File: src/rtl/chip8_pixel_renderer.sv
// chip8_pixel_renderer
// Turns the 64x32 monochrome CHIP-8 framebuffer into 4-bit-per-channel RGB
// for the VGA stage. Each CHIP-8 pixel becomes a SCALE x SCALE block. The
// 640x320 image sits vertically centred in the 640x480 active area. During
// horizontal blanking the next line's eight framebuffer bytes are fetched
// from display RAM into a 64-bit row register.
//
// Ports:
//   clk_i          system clock (only clock)
//   rst_ni         synchronous active-low reset
//   pixel_tick_i   one-clk strobe; h/v counts are valid and advance per strobe
//   h_count_i      horizontal raster position
//   v_count_i      vertical raster position
//   fb_rd_en_o     display RAM read enable
//   fb_addr_o      display RAM byte address (row*8 + byte)
//   fb_rd_data_i   RAM read data, valid one clk after fb_rd_en_o
//   vga_r_o/g/b    colour outputs, one tick of latency
//   frame_tick_o   one-clk pulse at the start of vertical blanking
module chip8_pixel_renderer #(
  parameter int unsigned H_ACTIVE     = 640,
  parameter int unsigned V_ACTIVE     = 480,
  parameter int unsigned V_LAST       = 525,
  parameter int unsigned V_OFFSET     = 80,
  parameter int unsigned SCALE        = 10,
  parameter logic [11:0] FG_COLOR     = 12'hFFF,
  parameter logic [11:0] BG_COLOR     = 12'h000,
  parameter logic [11:0] BORDER_COLOR = 12'h000
) (
  input  logic        clk_i,
  input  logic        rst_ni,
  input  logic        pixel_tick_i,
  input  logic [15:0] h_count_i,
  input  logic [15:0] v_count_i,
  output logic        fb_rd_en_o,
  output logic [7:0]  fb_addr_o,
  input  logic [7:0]  fb_rd_data_i,
  output logic [3:0]  vga_r_o,
  output logic [3:0]  vga_g_o,
  output logic [3:0]  vga_b_o,
  output logic        frame_tick_o
);

  localparam int unsigned SW        = $clog2(SCALE + 1);
  localparam logic [SW-1:0] SUB_LAST = SW'(SCALE - 1);
  localparam logic [15:0] IMG_FIRST = 16'(V_OFFSET);
  localparam logic [15:0] IMG_END   = 16'(V_OFFSET + 32 * SCALE);

  typedef enum logic [1:0] {IDLE, READ, DRAIN} state_e;

  state_e        state_q;
  logic          fbRdEn_q;
  logic [7:0]    fbAddr_q;
  logic          pend_q;
  logic [2:0]    pendIdx_q;
  logic [63:0]   rowBits_q;
  logic [11:0]   color_q;
  logic          frameTick_q;
  logic          frameSeen_q;

  logic [SW-1:0] pixSub_q, pixSub_d, pixSubCur;
  logic [5:0]    col_q, col_d, colCur;
  logic [SW-1:0] lineSub_q, lineSub_d, lineSubCur;
  logic [4:0]    row_q, row_d, rowCur;
  logic [15:0]   nextV;
  logic          nextInImage;
  logic          lineTick;
  logic [11:0]   colorNext;
  logic [5:0]    capBase;

  // Horizontal position as (column, sub-pixel) without a divider. The
  // counters describe the pixel being sampled this tick; h == 0 forces them
  // to zero so the line always starts aligned. Column saturates at 63 since
  // nothing past the last column is displayed.
  always_comb begin
    pixSubCur = (h_count_i == 16'd0) ? '0 : pixSub_q;
    colCur    = (h_count_i == 16'd0) ? '0 : col_q;
    pixSub_d  = pixSub_q;
    col_d     = col_q;
    if (pixel_tick_i) begin
      if (pixSubCur == SUB_LAST) begin
        pixSub_d = '0;
        col_d    = (colCur == 6'd63) ? colCur : colCur + 6'd1;
      end else begin
        pixSub_d = pixSubCur + 1'b1;
        col_d    = colCur;
      end
    end
  end

  // Vertical position of the line that follows the current one, tracked
  // once per line at the fetch trigger point. The counters re-align whenever
  // the next line is the first image line, which also covers the wrap case.
  always_comb begin
    nextV       = (v_count_i == 16'(V_LAST)) ? 16'd0 : v_count_i + 16'd1;
    nextInImage = (nextV >= IMG_FIRST) && (nextV < IMG_END);
    lineTick    = pixel_tick_i && (h_count_i == 16'(H_ACTIVE));
    lineSubCur  = (nextV == IMG_FIRST) ? '0 : lineSub_q;
    rowCur      = (nextV == IMG_FIRST) ? '0 : row_q;
    lineSub_d   = lineSub_q;
    row_d       = row_q;
    if (lineTick) begin
      if (lineSubCur == SUB_LAST) begin
        lineSub_d = '0;
        row_d     = (rowCur == 5'd31) ? rowCur : rowCur + 5'd1;
      end else begin
        lineSub_d = lineSubCur + 1'b1;
        row_d     = rowCur;
      end
    end
  end

  // Colour for the sampled raster position; the leftmost screen column maps
  // to the row register MSB.
  always_comb begin
    colorNext = BG_COLOR;
    if ((h_count_i >= 16'(H_ACTIVE)) || (v_count_i >= 16'(V_ACTIVE))) begin
      colorNext = '0;
    end else if ((v_count_i < IMG_FIRST) || (v_count_i >= IMG_END)) begin
      colorNext = BORDER_COLOR;
    end else if (rowBits_q[6'd63 - colCur]) begin
      colorNext = FG_COLOR;
    end else begin
      colorNext = BG_COLOR;
    end
    capBase = 6'd63 - {pendIdx_q, 3'b000};
  end

  // Fetch sequencer: eight back-to-back reads, then one DRAIN cycle so the
  // final byte (one clk behind its request) is captured before going idle.
  // The low address bits double as the byte index within the row.
  always_ff @(posedge clk_i) begin
    if (!rst_ni) begin
      state_q  <= IDLE;
      fbRdEn_q <= 1'b0;
      fbAddr_q <= '0;
    end else begin
      case (state_q)
        IDLE: begin
          if (lineTick && nextInImage) begin
            state_q  <= READ;
            fbRdEn_q <= 1'b1;
            fbAddr_q <= {rowCur, 3'b000};
          end
        end
        READ: begin
          if (fbAddr_q[2:0] == 3'd7) begin
            state_q  <= DRAIN;
            fbRdEn_q <= 1'b0;
          end else begin
            fbAddr_q <= fbAddr_q + 8'd1;
          end
        end
        DRAIN: state_q <= IDLE;
        default: begin
          state_q  <= IDLE;
          fbRdEn_q <= 1'b0;
        end
      endcase
    end
  end

  // Datapath: raster counters, byte capture one clk after each request,
  // registered colour and the once-per-frame pulse. frameSeen_q blocks a
  // repeat pulse until the raster returns to the active lines.
  always_ff @(posedge clk_i) begin
    if (!rst_ni) begin
      pixSub_q    <= '0;
      col_q       <= '0;
      lineSub_q   <= '0;
      row_q       <= '0;
      pend_q      <= 1'b0;
      pendIdx_q   <= '0;
      rowBits_q   <= '0;
      color_q     <= '0;
      frameTick_q <= 1'b0;
      frameSeen_q <= 1'b0;
    end else begin
      pixSub_q  <= pixSub_d;
      col_q     <= col_d;
      lineSub_q <= lineSub_d;
      row_q     <= row_d;
      pend_q    <= fbRdEn_q;
      pendIdx_q <= fbAddr_q[2:0];
      if (pend_q) begin
        rowBits_q[capBase -: 8] <= fb_rd_data_i;
      end
      if (pixel_tick_i) begin
        color_q <= colorNext;
      end
      frameTick_q <= pixel_tick_i && (v_count_i == 16'(V_ACTIVE)) &&
                     (h_count_i == 16'd0) && !frameSeen_q;
      if (pixel_tick_i) begin
        if ((v_count_i == 16'(V_ACTIVE)) && (h_count_i == 16'd0)) begin
          frameSeen_q <= 1'b1;
        end else if (v_count_i < 16'(V_ACTIVE)) begin
          frameSeen_q <= 1'b0;
        end
      end
    end
  end

  assign fb_rd_en_o   = fbRdEn_q;
  assign fb_addr_o    = fbAddr_q;
  assign vga_r_o      = color_q[11:8];
  assign vga_g_o      = color_q[7:4];
  assign vga_b_o      = color_q[3:0];
  assign frame_tick_o = frameTick_q;

endmodule

File: config.mk
export PLATFORM = sky130hd
export DESIGN_NAME = chip8_pixel_renderer
export DESIGN_NICKNAME = d
export VERILOG_FILES = /design/src/rtl/chip8_pixel_renderer.sv
export SDC_FILE = /design/constraint.sdc
export NUM_CORES = 1
export LEC_CHECK = 0
export ABC_AREA = 1
export BUFFER_PORTS_ARGS = -buffer_cell sky130_fd_sc_hd__buf_2
export CAP_MARGIN = 10
export CORE_ASPECT_RATIO = 0.75
export CORE_MARGIN = 5
export CORE_UTILIZATION = 40
export CTS_CLUSTER_DIAMETER = 100
export CTS_CLUSTER_SIZE = 12
export DETAILED_ROUTE_END_ITERATION = 12
export PLACE_DENSITY_LB_ADDON = 0.25
export SKIP_LAST_GASP = 1
export SLEW_MARGIN = 10
export SYNTH_ARGS = -nofsm -noshare
export SYNTH_HDL_FRONTEND = slang
export SYNTH_SLANG_ARGS = --single-unit
File: constraint.sdc
create_clock -name clk_i -period 3.3 [get_ports clk_i]
set_input_delay 0.495 -clock clk_i [delete_from_list [all_inputs] [get_ports clk_i]]
set_output_delay 0.495 -clock clk_i [all_outputs]
set_load 0.01 [all_outputs]
==> impl_metrics.py, run 1 <==
metrics = {
    "setup_path": {
        "worstSetupStartpointType": "input port",
        "critPathMaxFanout": 5,
        "crit_path_end_kind": "flip-flop",
        "worstSetupPathType": "in -> reg",
        "crit_arrival_ps": 2900,
        "worstPathRequired_ps": 3590,
    },
    "logic_synthesis": {
        "ys_top_cells_by_area": "dfxtp_1 (34%), nand2_1 (11%), nand3_1 (9.7%)",
        "syn_nets": 964,
        "ys_ff_latch": 101,
        "yosysTopAreaCellShare": 0.3416,
        "synthCells": 914,
        "synth_top_cell_by_area": "dfxtp_1",
        "syn_area_per_cell_um2": 6.476,
        "yosysSeqAreaShare": 0.3416,
        "yosysUniqueCellTypes": 39,
        "synth_area_um2": 5919,
        "yosysWarnings": 0,
    },
    "global_routing": {
        "grt_pass1_vias": 5055,
        "grtUsageTotal": 0.1842,
        "overflow": 0,
        "antenna_found_initial": 0,
        "grt_max_degree": 44,
        "grt_first_pass_wirelength_um": 25670,
    },
    "sta": {
        "setup_tns_ps": 0,
        "min_period_over_period": 0.7931,
        "relSlewSlack": 0.5161,
        "finalClockSkew_ps": 7.792,
        "max_freq_mhz": 382.1,
        "setup_viol": 0,
        "worst_pin_slew_ps": 724.9,
        "rsz0062_at_grt": "false",
        "period_minus_slack_ps": 2617,
        "drv_slew": 0,
        "finalHoldViolCount": 0,
        "whs_ps": 440.7,
    },
    "clock_network": {
        "htree_levels": 3,
        "postCtsHoldBufs": 0,
        "post_cts_buffers": 0,
        "clk_path_buf_depth": 2,
        "cts.clk_slew.worst_paths_ps": 70,
        "cts.sinks": 101,
        "cts_buffers": 9,
        "cts_tree": "done",
        "clock_latency_ps": 350,
        "cts-resized-gates": 0,
        "cts_root_buffer": "clkbuf_16",
    },
    "drt": {
        "num_vias": 5702,
        "ant_nets": 0,
        "drt-wirelength-per-cell_um": 13.38,
        "drc": 0,
        "drt_iter0_markers": 466,
        "dr.pass1.iters": 5,
        "drt_wl_total_um": 15490,
        "via_per_inst": 4.924,
    },
    "power": {
        "p_leak_nw": 2.808,
        "peakVddDrop_v": 0.0002366,
        "powerDensity_nw_per_um2": 371.7,
        "power.share.sequential": 0.496,
        "switching_power_w": 0.0006014,
        "finalPower_w": 0.002468,
        "switching_share": 0.2436,
        "power_frac_clock": 0.430,
        "p_int_w": 0.001867,
        "combPwrFrac": 0.074,
    },
    "layout": {
        "fin_nets": 1004,
        "drive_gt1_frac": 0.1399,
        "fin_area_um2": 6641,
        "syn2layout_area_growth_pct": 12.20,
        "fin_util": 0.4580,
        "diodes": 0,
        "n_fill_cell": 1532,
    },
    "run": {
        "drv_cap": 0,
    },
    "floorplan": {
        "die-area_um2": 17360,
        "initial_core_util": 0.4082,
        "pin_count": 65,
        "die-height_um": 115.4,
        "row_count": 38,
        "die_x_um": 150.5,
        "core_area_um2": 14500,
    },
    "min_path": {
        "hp-class": "reg -> reg",
    },
    "status": {
        "status": "complete, no violations",
    },
    "placed_design": {
        "hpwl_um": 11030,
        "numPortBuffers": 64,
        "place_area_um2": 6352,
        "gp_congestion": 0.9129,
    },
}
-- kinds of logic after synthesis --
| family | synth area share |
|---|---|
| AO/OA/AOI/OAI | 0.1526 |
| XOR/XNOR | 0.01459 |
| adder cells (fa/ha/maj) | 0.01480 |
| buffers and inverters | 0.1281 |
| flip-flops | 0.3416 |
| AND/OR/NAND/NOR | 0.3483 |
-- synthesized netlist by cell type --
master	n
a211oi_1	26
a21oi_1	57
a21oi_2	2
a221oi_1	2
a31o_2	1
buf_2	6
buf_4	11
buf_6	1
clkbuf_1	27
dfxtp_1	101
ha_1	7
inv_1	135
inv_2	7
nand2_1	181
nand2_2	11
nand2_4	1
nand3_1	115
nand3_2	3
nand3_4	2
nand3b_1	2
nand4_1	16
nor2_1	96
nor2_2	8
nor2_4	6
nor3_1	3
nor3_2	1
nor4_1	6
o211ai_1	2
o21a_1	1
o21ai_0	55
o21ai_1	4
o21ai_2	2
o21bai_1	2
o22ai_1	1
o31ai_1	3
or2_2	1
xnor2_1	1
xor2_1	7
xor2_2	1
-- through the flow --
stage                     std cells  setup WS [ps]
final                          1158          682.9
after global routing           1158          453.3
after CTS                      1158          691.7
after detailed placement       1143          312.8
after global placement         1143          363.7
after floorplan                 914          550.7
-- metal layers --
| metal | global-route usage | vias to the layer above | part of all wire |
|---|---|---|---|
| met5 | 0 | - | 0 |
| met1 | 0.2789 | 2511 | 0.53 |
| met3 | 0.04295 | 10 | 0.057 |
| met2 | 0.2666 | 138 | 0.40 |
| met4 | 0.03595 | 0 | 0.0074 |
| li1 | - | 3043 | - |
-- power by group through the flow --
| stage | logic [W] | registers (W) | clock network (W) |
|---|---|---|---|
| 2_1_floorplan | 0.000101 | 0.00125 | 0 |
| 3_3_place_gp | 0.000180 | 0.00125 | 0 |
| 3_5_place_dp | 0.000182 | 0.00125 | 0 |
| 4_1_cts | 0.000183 | 0.00122 | 0.00109 |
| 5_1_grt | 0.000205 | 0.00122 | 0.00115 |
| 6_report | 0.000183 | 0.00122 | 0.00106 |
-- area by class of cell --
| type | instances | area (um2) | area share |
|---|---|---|---|
| Multi-Input combinational cell | 626 | 3139 | 0.4727 |
| Sequential cell | 101 | 2022 | 0.3044 |
| Tap cell | 200 | 250.2 | 0.03768 |
| Timing Repair Buffer | 74 | 407.9 | 0.06142 |
| Clock buffer | 10 | 229.0 | 0.03448 |
| Clock inverter | 5 | 60.06 | 0.009043 |
| Inverter | 142 | 533.0 | 0.08026 |
-- cells in the final DEF (no fill, tap or decap), types with 8 or more instances in the layout --
master     synthesis  final
nand2_1          181    181
inv_1            135    135
nand3_1          115    115
dfxtp_1          101    101
nor2_1            96     96
buf_2              6     64
a21oi_1           57     57
o21ai_0           55     55
a211oi_1          26     26
nand4_1           16     16
nand2_2           11     11
clkbuf_16          0      9
buf_4             11      9
nor2_2             8      8
-- sequential cells by signal (all words and copies together) (netlist names), 2 cells and up --
name       flops
rowBits_q     64
state_q        2
row_q          5
lineSub_q      4
fb_addr_o      8
pendIdx_q      3
pixSub_q       4
col_q          6
-- worst paths after layout --
| path | start | endpoint | slack [ps] | depth (start not counted) |
|---|---|---|---|---|
| setup / recovery | v_count_i[0] | row_q[1]$_SDFFE_PN0P_ | 680 | 20 |
| hold / removal | frameSeen_q$_SDFFE_PN0P_ | frame_tick_o$_SDFF_PN0_ | 440 | 1 |
| setup reg to reg | col_q[0]$_SDFFE_PN0P_ | col_q[0]$_SDFFE_PN0P_ | 980 | 11 |
| hold reg to reg | frameSeen_q$_SDFFE_PN0P_ | frame_tick_o$_SDFF_PN0_ | 440 | 1 |
-- critical path, cell delays in order --
cell and delay [ps]:
buf_2 120, inv_1 90, ha_1 290, or2_2 290, a21oi_1 140, nand4_1 140, nor2_2 150, nand3_4 100
nand2_1 110, inv_1 60, ha_1 220, inv_1 70, nor2_1 40, nand3_1 170, nand2_1 70, o21ai_0 70
nand2_1 60, nand2_1 50, nand2_1 40, a21oi_1 110
Note: power is estimated with default switching activity, not from simulation.
==> run 2: changes to the inputs <==
clock period = 2.63 ns   (was 3.3 ns; I/O delays follow)
==> run 2 against run 1 <==
Effect of this change: die area did not move; clock power grew 20%; critical path depth up 3; power increased by 24%; final area rose by 2.1%; critical path type unchanged; largest cell class unchanged; highest routed layer unchanged.
==> impl_metrics.py, run 2 (synthesis gave the netlist of run 1 again) <==
metrics = {
    "status": {
        "status": "complete, no violations",
    },
    "drt": {
        "num_vias": 5780,
        "drc": 0,
        "drt_wl_total_um": 15570,
        "ant_nets": 0,
        "drt-wirelength-per-cell_um": 13.23,
        "via_per_inst": 4.911,
        "dr.pass1.iters": 5,
        "drt_iter0_markers": 373,
    },
    "setup_path": {
        "worstPathRequired_ps": 2920,
        "crit_path_max_incr_delay_ps": 230,
        "worstSetupStartpointType": "input port",
        "cpMostUsedCell": "nand2_1",
        "crit_arrival_ps": 2630,
        "crit_chain": "buf_2 > buf_4 > ha_1 > nand3_2 > nor2_4 > inv_2 > nand2_1 > inv_1 > nand4_1 > nor2_2 > nand3_4 > nand2_1 > inv_1 > ha_1 > inv_1 > nor2_1 > nand3_2 > nand2_1 > o21ai_0 > nand2_1 > nand2_1 > nand2_1 > a21oi_1",
        "slowest_stage": "ha_1",
        "crit_path_end_kind": "flip-flop",
        "worstSetupPathType": "in -> reg",
        "critPathMaxFanout": 5,
    },
    "layout": {
        "drive_gt1_frac": 0.1576,
        "max_flop_register": "rowBits_q",
        "fin_cells": 1177,
        "fin_util": 0.4677,
        "fin_nets": 1022,
        "diodes": 0,
        "final_common_cell": "nand2_1",
        "final_cell_mix": "nand2_1 (181), inv_1 (135), nand3_1 (114), dfxtp_1 (101), nor2_1 (96)",
        "n_fill_cell": 1527,
        "syn2layout_area_growth_pct": 14.58,
        "largest_reg_flops": 64,
    },
    "min_path": {
        "hp-class": "in -> reg",
    },
    "placed_design": {
        "gp_congestion": 0.8986,
        "dpl.cell_count": 1161,
        "hpwl_um": 11170,
        "preCtsSetupSlack_ps": -67.37,
        "numPortBuffers": 64,
    },
    "clock_network": {
        "cts.clk_slew.worst_paths_ps": 70,
        "post_cts_buffers": 0,
        "cts-resized-gates": 0,
        "cts_root_buffer": "clkbuf_16",
        "cts_tree": "done",
        "cts.sinks": 101,
        "postCtsHoldBufs": 0,
        "clock_latency_ps": 360,
        "htree_levels": 3,
        "clk_path_buf_depth": 2,
        "cts_buffers": 9,
    },
    "sta": {
        "max_freq_mhz": 426.8,
        "finalClockSkew_ps": 10.70,
        "relSlewSlack": 0.6640,
        "drv_slew": 0,
        "worst_pin_slew_ps": 503.3,
        "setup_tns_ps": 0,
        "min_period_over_period": 0.8908,
        "setup_viol": 0,
        "rsz0062_at_grt": "false",
        "period_minus_slack_ps": 2343,
        "timing.final.ws_setup_ps": 287.2,
        "finalHoldViolCount": 0,
    },
    "floorplan": {
        "row_count": 38,
        "pin_count": 65,
        "initial_core_util": 0.4082,
        "die-height_um": 115.4,
        "core_area_um2": 14500,
        "die_x_um": 150.5,
        "die-area_um2": 17360,
    },
    "global_routing": {
        "grt_pass1_vias": 5055,
        "grt_max_degree": 44,
        "antenna_found_initial": 0,
        "grtUsageTotal": 0.1832,
        "top_usage_layer": "met1",
        "grt_util_met1": 0.2816,
        "grt_first_pass_wirelength_um": 25600,
        "grtUsageMet3": 0.03546,
        "overflow": 0,
        "grtUsageMet2": 0.2610,
    },
    "power": {
        "powerDensity_nw_per_um2": 450.0,
        "peakVddDrop_v": 0.0003245,
        "finalPower_w": 0.003052,
        "p_leak_nw": 2.895,
    },
    "run": {
        "drv_cap": 0,
    },
}
run 2: path summary, 6_finish.rpt:
check | from | endpoint | slack (ps) | cells past startpoint
setup / recovery | v_count_i[0] | row_q[1]$_SDFFE_PN0P_ | 290 | 23
hold / removal | fb_rd_data_i[5] | rowBits_q[53]$_SDFFE_PN0P_ | 410 | 3
setup reg to reg | col_q[1]$_SDFFE_PN0P_ | col_q[1]$_SDFFE_PN0P_ | 690 | 10
hold reg to reg | frameSeen_q$_SDFFE_PN0P_ | frame_tick_o$_SDFF_PN0_ | 420 | 1
run 2: final cells by class:
| cell class | count | area (um2) | area share |
|---|---|---|---|
| timing repair buffer | 92 | 555.5 | 0.08190 |
| clock buffer | 11 | 242.7 | 0.03579 |
| sequential | 101 | 2022 | 0.2981 |
| multi-input combinational | 626 | 3144 | 0.4636 |
| inverter | 142 | 533.0 | 0.07858 |
| tap | 200 | 250.2 | 0.03689 |
| clock inverter | 5 | 35.03 | 0.005165 |
run 2: where the power goes:
group	switching (W)	internal, W
clock network	0.000603	0.000670
registers	0.00000262	0.00153
logic	0.000161	0.0000817
total	0.000767	0.00228
run 2: per-stage QoR:
step / hold WS, ps / cell area [um2]
detailed placement: 421.8 / 6505
floorplan: 391.5 / 5924
global placement: 409.5 / 6505
global route: 419.6 / 6783
finish: 413.8 / 6783
CTS: 405.0 / 6783
run 2: worst max-delay path: cells and delay by family:
kind	cells	cell delay, ps
buffers and inverters	6	520
AND/OR/NAND/NOR	13	1110
AO/OA/AOI/OAI	2	180
adder cells (fa/ha/maj)	2	440
run 2: layer usage:
metal | vias up | routed length, um
met2 | 123 | 6237
met4 | 0 | 159
met5 | - | 0
met1 | 2582 | 8295
li1 | 3063 | -
met3 | 12 | 873
